<file path="config.mk">
export PLATFORM = sky130hd
export DESIGN_NAME = pc_unit
export DESIGN_NICKNAME = d
export VERILOG_FILES = /design/src/rtl/pc_unit.sv
export SDC_FILE = /design/constraint.sdc
export NUM_CORES = 1
export LEC_CHECK = 0
export CORE_MARGIN = 2
export CORE_UTILIZATION = 63
export CTS_CLUSTER_SIZE = 12
export DETAILED_ROUTE_END_ITERATION = 8
export DONT_BUFFER_PORTS = 1
export PLACE_DENSITY = 0.84
export SLEW_MARGIN = 15
export SYNTH_ARGS = -nofsm -noshare
export SYNTH_HDL_FRONTEND = slang
export SYNTH_SLANG_ARGS = --single-unit
export TNS_END_PERCENT = 10
</file>
<file path="constraint.sdc">
create_clock -name clk -period 4.13 [get_ports clk]
set_input_delay 0.826 -clock clk [delete_from_list [all_inputs] [get_ports clk]]
set_output_delay 0.826 -clock clk [all_outputs]
set_load 0.02 [all_outputs]
</file>
<file path="src/rtl/pc_unit.sv">
// rtl/pc_unit.sv - program counter with relative branch, jump, call/return stack, stall and sticky fault
// Optional feature macro: PCU_LIMIT_EN (refuse any update whose next PC exceeds PC_LIMIT)
module pc_unit #(
  parameter int             W        = 8,
  parameter int             DEPTH    = 4,
  parameter logic [W-1:0]   RESET_PC = '0,
  parameter logic [W-1:0]   PC_LIMIT = {W{1'b1}}
) (
  input  logic                       clk,
  input  logic                       rst,
  input  logic                       en,
  input  logic [2:0]                 op,
  input  logic [W-1:0]               offset,
  input  logic [W-1:0]               target,
  output logic [W-1:0]               pc,
  output logic [W-1:0]               pc_update,
  output logic [$clog2(DEPTH+1)-1:0] sp,
  output logic                       stack_full,
  output logic                       stack_empty,
  output logic                       fault
);

  localparam int SPW   = $clog2(DEPTH + 1);
  // Index width is at least one bit so a single-entry stack still has a legal index.
  localparam int IW    = (DEPTH > 1) ? $clog2(DEPTH) : 1;
  localparam int RAS_N = 1 << IW;

  localparam logic [2:0] OP_SEQ  = 3'b000;
  localparam logic [2:0] OP_BR   = 3'b001;
  localparam logic [2:0] OP_JMP  = 3'b010;
  localparam logic [2:0] OP_CALL = 3'b011;
  localparam logic [2:0] OP_RET  = 3'b100;
  localparam logic [2:0] OP_HOLD = 3'b101;

  logic [W-1:0]  ras [RAS_N];
  logic [W-1:0]  inc;
  logic [W-1:0]  nxt;
  logic [IW-1:0] wr_idx;
  logic [IW-1:0] rd_idx;
  logic          push;
  logic          pop;
  logic          err;
  logic          advance;

  assign inc         = pc + W'(1);
  assign stack_full  = (sp == SPW'(DEPTH));
  assign stack_empty = (sp == '0);
  // sp is 1..DEPTH whenever a pop is legal, so the low bits minus one land on the top entry.
  assign wr_idx      = sp[IW-1:0];
  assign rd_idx      = wr_idx - IW'(1);
  assign advance     = en && !fault;
  assign pc_update   = fault ? pc : nxt;

  // Resolve the operation into a candidate next PC, stack action and error condition.
  always_comb begin
    nxt  = inc;
    push = 1'b0;
    pop  = 1'b0;
    err  = 1'b0;
    case (op)
      OP_SEQ: nxt = inc;
      OP_BR:  nxt = inc + offset;
      OP_JMP: nxt = target;
      OP_CALL: begin
        if (stack_full) begin
          nxt = pc;
          err = 1'b1;
        end else begin
          nxt  = target;
          push = 1'b1;
        end
      end
      OP_RET: begin
        if (stack_empty) begin
          nxt = pc;
          err = 1'b1;
        end else begin
          nxt = ras[rd_idx];
          pop = 1'b1;
        end
      end
      OP_HOLD: nxt = pc;
      default: nxt = inc;
    endcase
`ifdef PCU_LIMIT_EN
    if (!err && (nxt > PC_LIMIT)) begin
      nxt  = pc;
      err  = 1'b1;
      push = 1'b0;
      pop  = 1'b0;
    end
`endif
  end

  // PC, stack pointer and sticky fault; reset wins, a set fault freezes everything.
  always_ff @(posedge clk) begin
    if (rst) begin
      pc    <= RESET_PC;
      sp    <= '0;
      fault <= 1'b0;
    end else if (advance) begin
      if (err) begin
        fault <= 1'b1;
      end else begin
        pc <= nxt;
        if (push) begin
          sp <= sp + SPW'(1);
        end else if (pop) begin
          sp <= sp - SPW'(1);
        end
      end
    end
  end

  // Return-address storage; contents are don't-care after reset, so no reset here.
  always_ff @(posedge clk) begin
    if (!rst && advance && push) begin
      ras[wr_idx] <= inc;
    end
  end

endmodule
</file>
Yosys cells after proc, flatten, opt, wreduce, memory -nomap -nowiden:

Memory sizes are Yosys's and may differ from the RTL's.
Cells that the tools add are included.

* memories: 1
* bits of input ports: 22
* ROM bits: 0
* logic and storage cells: 41
* bits in registers: 12
* latch bits: 0
* RAM bits: 32

Memory list
* ras: words 4, width 8, read ports 1, clocked after memory_dff 0, write ports 1, RTL line 35 `logic [W-1:0] ras [RAS_N];`

* shift operators: 0
* reduce and logical (&&, ||, !) cells: 10
* $add $sub $neg: 5
* magnitude comparators: 0
* eq/ne operators: 6
* muxes and demuxes: 15
* div/mod/pow operators: 0
* multipliers: 0
* bitwise operators: 1

Operator list (count)
* $pmux W8 S5: 1
* $mux W8: 3
* $eq A3 B3 Y1 const B: 3
* $add A8 B1 Y8 const B: 1
* $add A8 B8 Y8: 1
* $mux W1: 8
* $eq A3 B2 Y1 const B: 2
* $mux W3: 2
* $reduce_and A2 Y1: 2
* $add A3 B1 Y3 const B: 1
* $eq A3 B1 Y1 const B: 1
* $logic_and A1 B1 Y1: 3
* $logic_not A3 Y1: 1
* $reduce_and A3 Y1: 1
* $sub A3 B1 Y3 const B: 1
* $logic_not A1 Y1: 2
* $pmux W1 S2: 1
* $reduce_bool A2 Y1: 1
* $sub A2 B1 Y2 const B: 1
* $not A1 Y1: 1

Depth between registers and ports, before layout:

Gate-level depths: netlist (run 1).

* depth in word-level cells: 6
* depth in mapped cells: 11

Worst setup path before layout (run 1):

No wires, ideal clock.

* path kind: reg-to-output
* start point: register pc[3]
* end point: output pc_update[7]
* setup slack: 428 ps
* cell stages (with the launch flop): 12
* data required time: 3304 ps
* data arrival time: 2876 ps
* path buffers: 1
* cell sequence: dfxtp_1 clkbuf_1 and3_1 nand3_1 xnor2_1 ha_1 a21oi_1 o21ai_0 or3_1 nand3_1 a21oi_1 o31ai_1

* word-level cells in the longest chain between the ends: 4

RTL lines
* from (decl): RTL line 15 `output logic [W-1:0] pc,`
* from (signal assigned): RTL line 105 `pc <= nxt;`
* $add A8 B1 Y8: RTL line 45 `assign inc = pc + W'(1);`
* named net inc[6]: RTL line 36 `logic [W-1:0] inc;`
* $add A8 B8 Y8: RTL line 62 `OP_BR: nxt = inc + offset;`
* $pmux W8 S5: RTL line 60 `case (op)`
* $mux W8: RTL line 52 `assign pc_update = fault ? pc : nxt;`
* to (decl): RTL line 16 `output logic [W-1:0] pc_update,`

The timed path passes the listed nets, and every way through them passes these cells.

Worst setup path in the final report (run 1):

* start point: register pc[1]
* end point: output pc_update[7]

Same word-level chain as after synthesis.

==> results.cfg, run 1 <==
[critical_path]
cp.required_ns = 3.30
setup.worst_path.class = flip-flop to output port
cp_slowest_cell = dfxtp_1
crit_path_cell_trace = buf_4 > nand3_1 > nor2_1 > xor2_1 > buf_4 > ha_1 > nand2_1 > o21ai_1 > or3_1 > nand3_1 > a21oi_1 > o31ai_1 > buf_4
crit_buf_inv = 3
end_kind = output port
ff2ff_path_depth = 6
crit_arrival_ns = 3.14
critPathTopFamily = simple AND/OR/NAND/NOR gates
crit_cells = 13
cp-start-kind = flip-flop
slowest_delay_ns = 0.44
worst_path_most_repeated_cell = buf_4
crit_fanout = 6

[hold_path]
hold_depth = 2
min_path_type = flip-flop to flip-flop

[layout]
antenna_cells = 0
drive_gt1_share_pct = 19.9
final_common_cell = edfxtp_1
layout_common_cells = edfxtp_1, nand2_1, a21oi_1
area_growth_syn_to_layout_pct = 9.77
nets = 302
instances_no_fill = 319
postLayoutCellArea_um2 = 3020

[clocking]
clk_pin_slew_ns = 0.10
hold_buffers = 0
cts_root_buf = clkbuf_8
postCtsSetupRepairBufs = 0
cts.sinks = 44
cts_buffer_depth = 2
clock_latency_ns = 0.31
cts_tree = yes
ctsResizeCount = 0
htree_levels = 2
cts_buffers = 5

[route]
vias = 2117
wl_per_cell_um = 20.0
ant_nets = 0
drc = 0
viasPerCell = 6.64
routed_wl_mm = 6.37
drtPass1Iterations = 4
drtIter0Drc = 207

[outcome]
status = completed

[logic_synthesis]
yosys_warnings = 0
syn_nets = 290
ys_ff_latch = 44
synthCells = 254
yosysSeqAreaShare_pct = 43.6
syn_area_per_cell_um2 = 10.8
yosys.cell_types.count = 54
syn_area_um2 = 2750
synth_edf_count = 32
synth_async_sr_flop_share_pct = 0
ys.flop_type = edfxtp_1

[floorplan]
die-height_um = 70.1
core-area_um2 = 4290
die_x_um = 70.1
die_area_um2 = 4920
rows = 24
io_pins = 44
start_util_pct = 64.1

[power_and_ir_drop]
p_int_w = 0.000769
clock_power_share_pct = 31.8
seq_power_share_pct = 46.4
power.switching_w = 0.000325
switching_share_pct = 29.7
power.leakage_nw = 1.09
power_density_nw_per_um2 = 362
p_comb_share_pct = 21.8
peakVddDrop_v = 0.000216

[place]
dp_hpwl_mm = 4.56
dp_slack_ns = 0.455
place.gp.congestion = 0.925
placed_area_um2 = 2890
io_buffers = 0
dp_cells = 311

[sta]
skew_ns = 0.0125
post-route-period-util_pct = 96.1
clock.fmax_mhz = 252
rsz0062_at_grt = false
setup_viol = 0
worst_slew_pin_slew_ns = 0.888
final.setup.tns_ns = 0
finalCriticalPeriod_ns = 3.97
max_slew_margin_pct = 40.7
finalHoldViolCount = 0
setup_ws_ns = 0.163
slew_violations = 0

[job]
max_cap_violations = 0

[global_routing]
track_usage_pct = 27.3
antenna_found_initial = 0
grt_overflow = 0
grt_max_degree = 22
grt_pass1_vias = 2045
grt_pass1_wl_mm = 10.3
[worst paths after layout]
check / start / end / slack [ns]
worst max register to register: sp[1]$_SDFFE_PP0P_ / ras[2][1]$_DFFE_PP_ / 1.27
worst max-delay path: pc[1]$_SDFFE_PP0P_ / pc_update[7] / 0.16
worst min register to register: pc[1]$_SDFFE_PP0P_ / pc[1]$_SDFFE_PP0P_ / 0.54
worst min-delay path: pc[1]$_SDFFE_PP0P_ / pc[1]$_SDFFE_PP0P_ / 0.54
[routing by layer]
metal	share of wire (%)	routed length (µm)	track usage, %	up-vias
met5	0	0	0	-
met4	2.5	161	10.0	0
met3	7.9	506	6.49	14
met2	48	3080	43.9	100
met1	41	2620	36.1	1016
li1	-	-	-	987
[through the flow]
stage                     hold WS, ns  utilization [%]  total power, W
after floorplan                 0.579                -        0.000689
after global placement          0.491             67.2        0.000742
after detailed placement        0.518             67.2        0.000747
after CTS                       0.531             69.9         0.00109
after global routing            0.561             70.4         0.00114
final                           0.539             70.4         0.00109
[logic make-up (layout without fill, tap and decap cells)]
group,after synthesis,after routing,share of synthesized area [%]
mux,11,11,7.63
fa+ha+maj,14,14,6.91
xor+xnor,11,11,3.50
compound gates,71,71,18.2
simple gates,79,79,16.2
buf+inv,24,37,4.00
flops,44,44,43.6
[state kept, by name (all words and copies together) (netlist names)]
name / count
sp: 3
fault: 1
pc: 8
ras: 32
[layout make-up]
| cell class | count | area (µm²) |
|---|---|---|
| clock buffers | 5 | 68.8 |
| clock inverters | 3 | 46.3 |
| fillers | 319 | 1270 |
| inverters | 11 | 41.3 |
| multi-input cells | 186 | 1460 |
| flip-flops and latches | 44 | 1200 |
| well taps | 52 | 65.1 |
| repair buffers | 18 | 135 |
[synthesized netlist by cell type, drive strengths merged, types with 4 or more instances]
library cell	instances	area, µm²
edfxtp	32	961
nand2	25	101
a21oi	22	110
nor2	15	56.3
o21ai	15	78.8
dfxtp	12	240
ha	12	150
inv	11	41.3
mux4	8	180
clkbuf	7	26.3
xnor2	7	61.3
buf	6	42.5
nand3	6	30.0
o31ai	6	58.8
and2	5	31.3
nand2b	4	25.0
nand3b	4	30.0
xor2	4	35.0
[tightest hold or removal path, stage by stage, from the launching register on]
cell and delay (ns):
dfxtp_1 0.37, nand2_1 0.08, a21oi_1 0.06
[power by group through the flow]
stage	combinational [W]	clock, W	sequential, W
after floorplan	0.000173	0	0.000516
after global placement	0.000226	0	0.000516
after detailed placement	0.000230	0	0.000517
after CTS	0.000233	0.000351	0.000507
after global routing	0.000261	0.000367	0.000509
final	0.000238	0.000348	0.000508
Power figures use the tool's default switching activity.
==> inputs of run 2 (changes only) <==
- CORE_UTILIZATION: 63 -> 57
- PLACE_DENSITY: 0.84 -> 0.8
- clock period: 4.13 -> 3.55 ns (I/O delays scaled with it)
==> results.cfg, run 2 (synthesis results as in run 1) <==
[outcome]
status = completed

[clocking]
clock_latency_ns = 0.30
hold_buffers = 0
cts_root_buf = clkbuf_8
htree_levels = 2
cts.sinks = 44
cts_buffer_depth = 2
cts_buffers = 5
clk_pin_slew_ns = 0.09
cts_tree = yes

[power_and_ir_drop]
switching_share_pct = 30.9
peakVddDrop_v = 0.000221
seq_power_share_pct = 48.0
fin_total_pwr_w = 0.00122
power.switching_w = 0.000376
power_density_nw_per_um2 = 385
p_comb_share_pct = 25.9
power.leakage_nw = 1.16
clock_power_share_pct = 26.1
p_int_w = 0.000839

[place]
dp_cells = 321
dp_hpwl_mm = 4.94
io_buffers = 0
place.gp.congestion = 0.962

[layout]
drive_gt1_share_pct = 27.4
nets = 312
largest_registers = ras (32), pc (8), sp (3)
layout_common_cells = edfxtp_1, buf_4, nand2_1
regMostFlops = ras
largest_reg_flops = 32
final_common_cell = edfxtp_1
instances_no_fill = 331
utilization_pct = 67.3
area_growth_syn_to_layout_pct = 14.7
antenna_cells = 0

[route]
drtIter0Drc = 270
routed_wl_mm = 6.74
drtPass1Iterations = 5
vias = 2160
wl_per_cell_um = 20.4
ant_nets = 0
drc = 0
viasPerCell = 6.53

[sta]
finalCriticalPeriod_ns = 3.42
whs_ns = 0.456
rsz0062_at_grt = true
setup_viol = 0
clock.fmax_mhz = 292
skew_ns = 0.0105
max_slew_margin_pct = 40.4
slew_violations = 0
worst_slew_pin_slew_ns = 0.893
post-route-period-util_pct = 96.3
finalHoldViolCount = 0

[floorplan]
die-height_um = 73.5
core-area_um2 = 4690
die_area_um2 = 5400
rows = 25
start_util_pct = 58.7
die_x_um = 73.5
io_pins = 44

[global_routing]
grt_pass1_wl_mm = 10.4
antenna_found_initial = 0
track_usage_pct = 26.3
grt_max_degree = 22
grt_overflow = 0
grt_pass1_vias = 2071

[critical_path]
cp-start-kind = flip-flop
cp.required_ns = 2.84
crit_fanout = 5
crit_arrival_ns = 2.71
end_kind = output port
setup.worst_path.class = flip-flop to output port

[hold_path]
min_path_type = primary input to flip-flop

[job]
max_cap_violations = 0
==> run 2: layout make-up <==
class                      instances  area [µm²]
multi-input combinational        186        1540
fill                             366        1530
sequential                        44        1210
timing repair buffer              28         214
clock buffer                       6        72.6
tap                               54        67.6
inverter                          11        41.3
clock inverter                     2        12.5
==> run 2: through the flow <==
step / setup WS [ns] / setup TNS, ns / area, µm²
5_1_grt: -0.0463 / -0.0724 / 3160
2_1_floorplan: 0.0895 / 0 / 2760
4_1_cts: 0.00453 / 0 / 3070
3_5_place_dp: 0.113 / 0 / 2950
3_3_place_gp: 0.102 / 0 / 2950
6_report: 0.130 / 0 / 3160
==> run 2: path summary, 6_finish.rpt <==
kind | start | endpoint | slack (ns) | cells past startpoint
setup / recovery | pc[2]$_SDFFE_PP0P_ | pc_update[7] | 0.13 | 11
setup reg to reg | sp[1]$_SDFFE_PP0P_ | ras[3][2]$_DFFE_PP_ | 0.78 | 6
hold / removal | rst | pc[2]$_SDFFE_PP0P_ | 0.46 | 1
hold reg to reg | pc[2]$_SDFFE_PP0P_ | pc[2]$_SDFFE_PP0P_ | 0.51 | 2
==> run 2: power by group through the flow <==
stage | Clock [W] | Sequential, W | Combinational (W)
floorplan | 0 | 0.000600 | 0.000203
global placement | 0 | 0.000592 | 0.000286
detailed placement | 0 | 0.000592 | 0.000289
CTS | 0.000320 | 0.000581 | 0.000295
global route | 0.000337 | 0.000585 | 0.000345
finish | 0.000317 | 0.000583 | 0.000315
==> run 2: routing by layer <==
| layer | track usage [%] | share of wire [%] |
|---|---|---|
| met1 | 35.4 | 42 |
| met4 | 8.28 | 2.2 |
| met3 | 6.17 | 8.0 |
| met5 | 0 | 0 |
| met2 | 42.3 | 48 |
==> run 2: repair_timing <==
action,in CTS,in global routing
pin swaps,0,3
endpoints found under the setup margin,4,8
gates resized for setup,7,20
buffers inserted,0,2
endpoints found under the hold margin,0,0
==> run 2: critical path, stage by stage (launching register included) <==
cell	delay (ns)
dfxtp_2	0.40
nand3_2	0.15
nor2_1	0.18
xor2_1	0.23
ha_1	0.34
nand2_1	0.13
o21ai_1	0.11
nor2_1	0.13
mux2i_1	0.23
a211oi_2	0.09
o31ai_2	0.25
buf_4	0.17
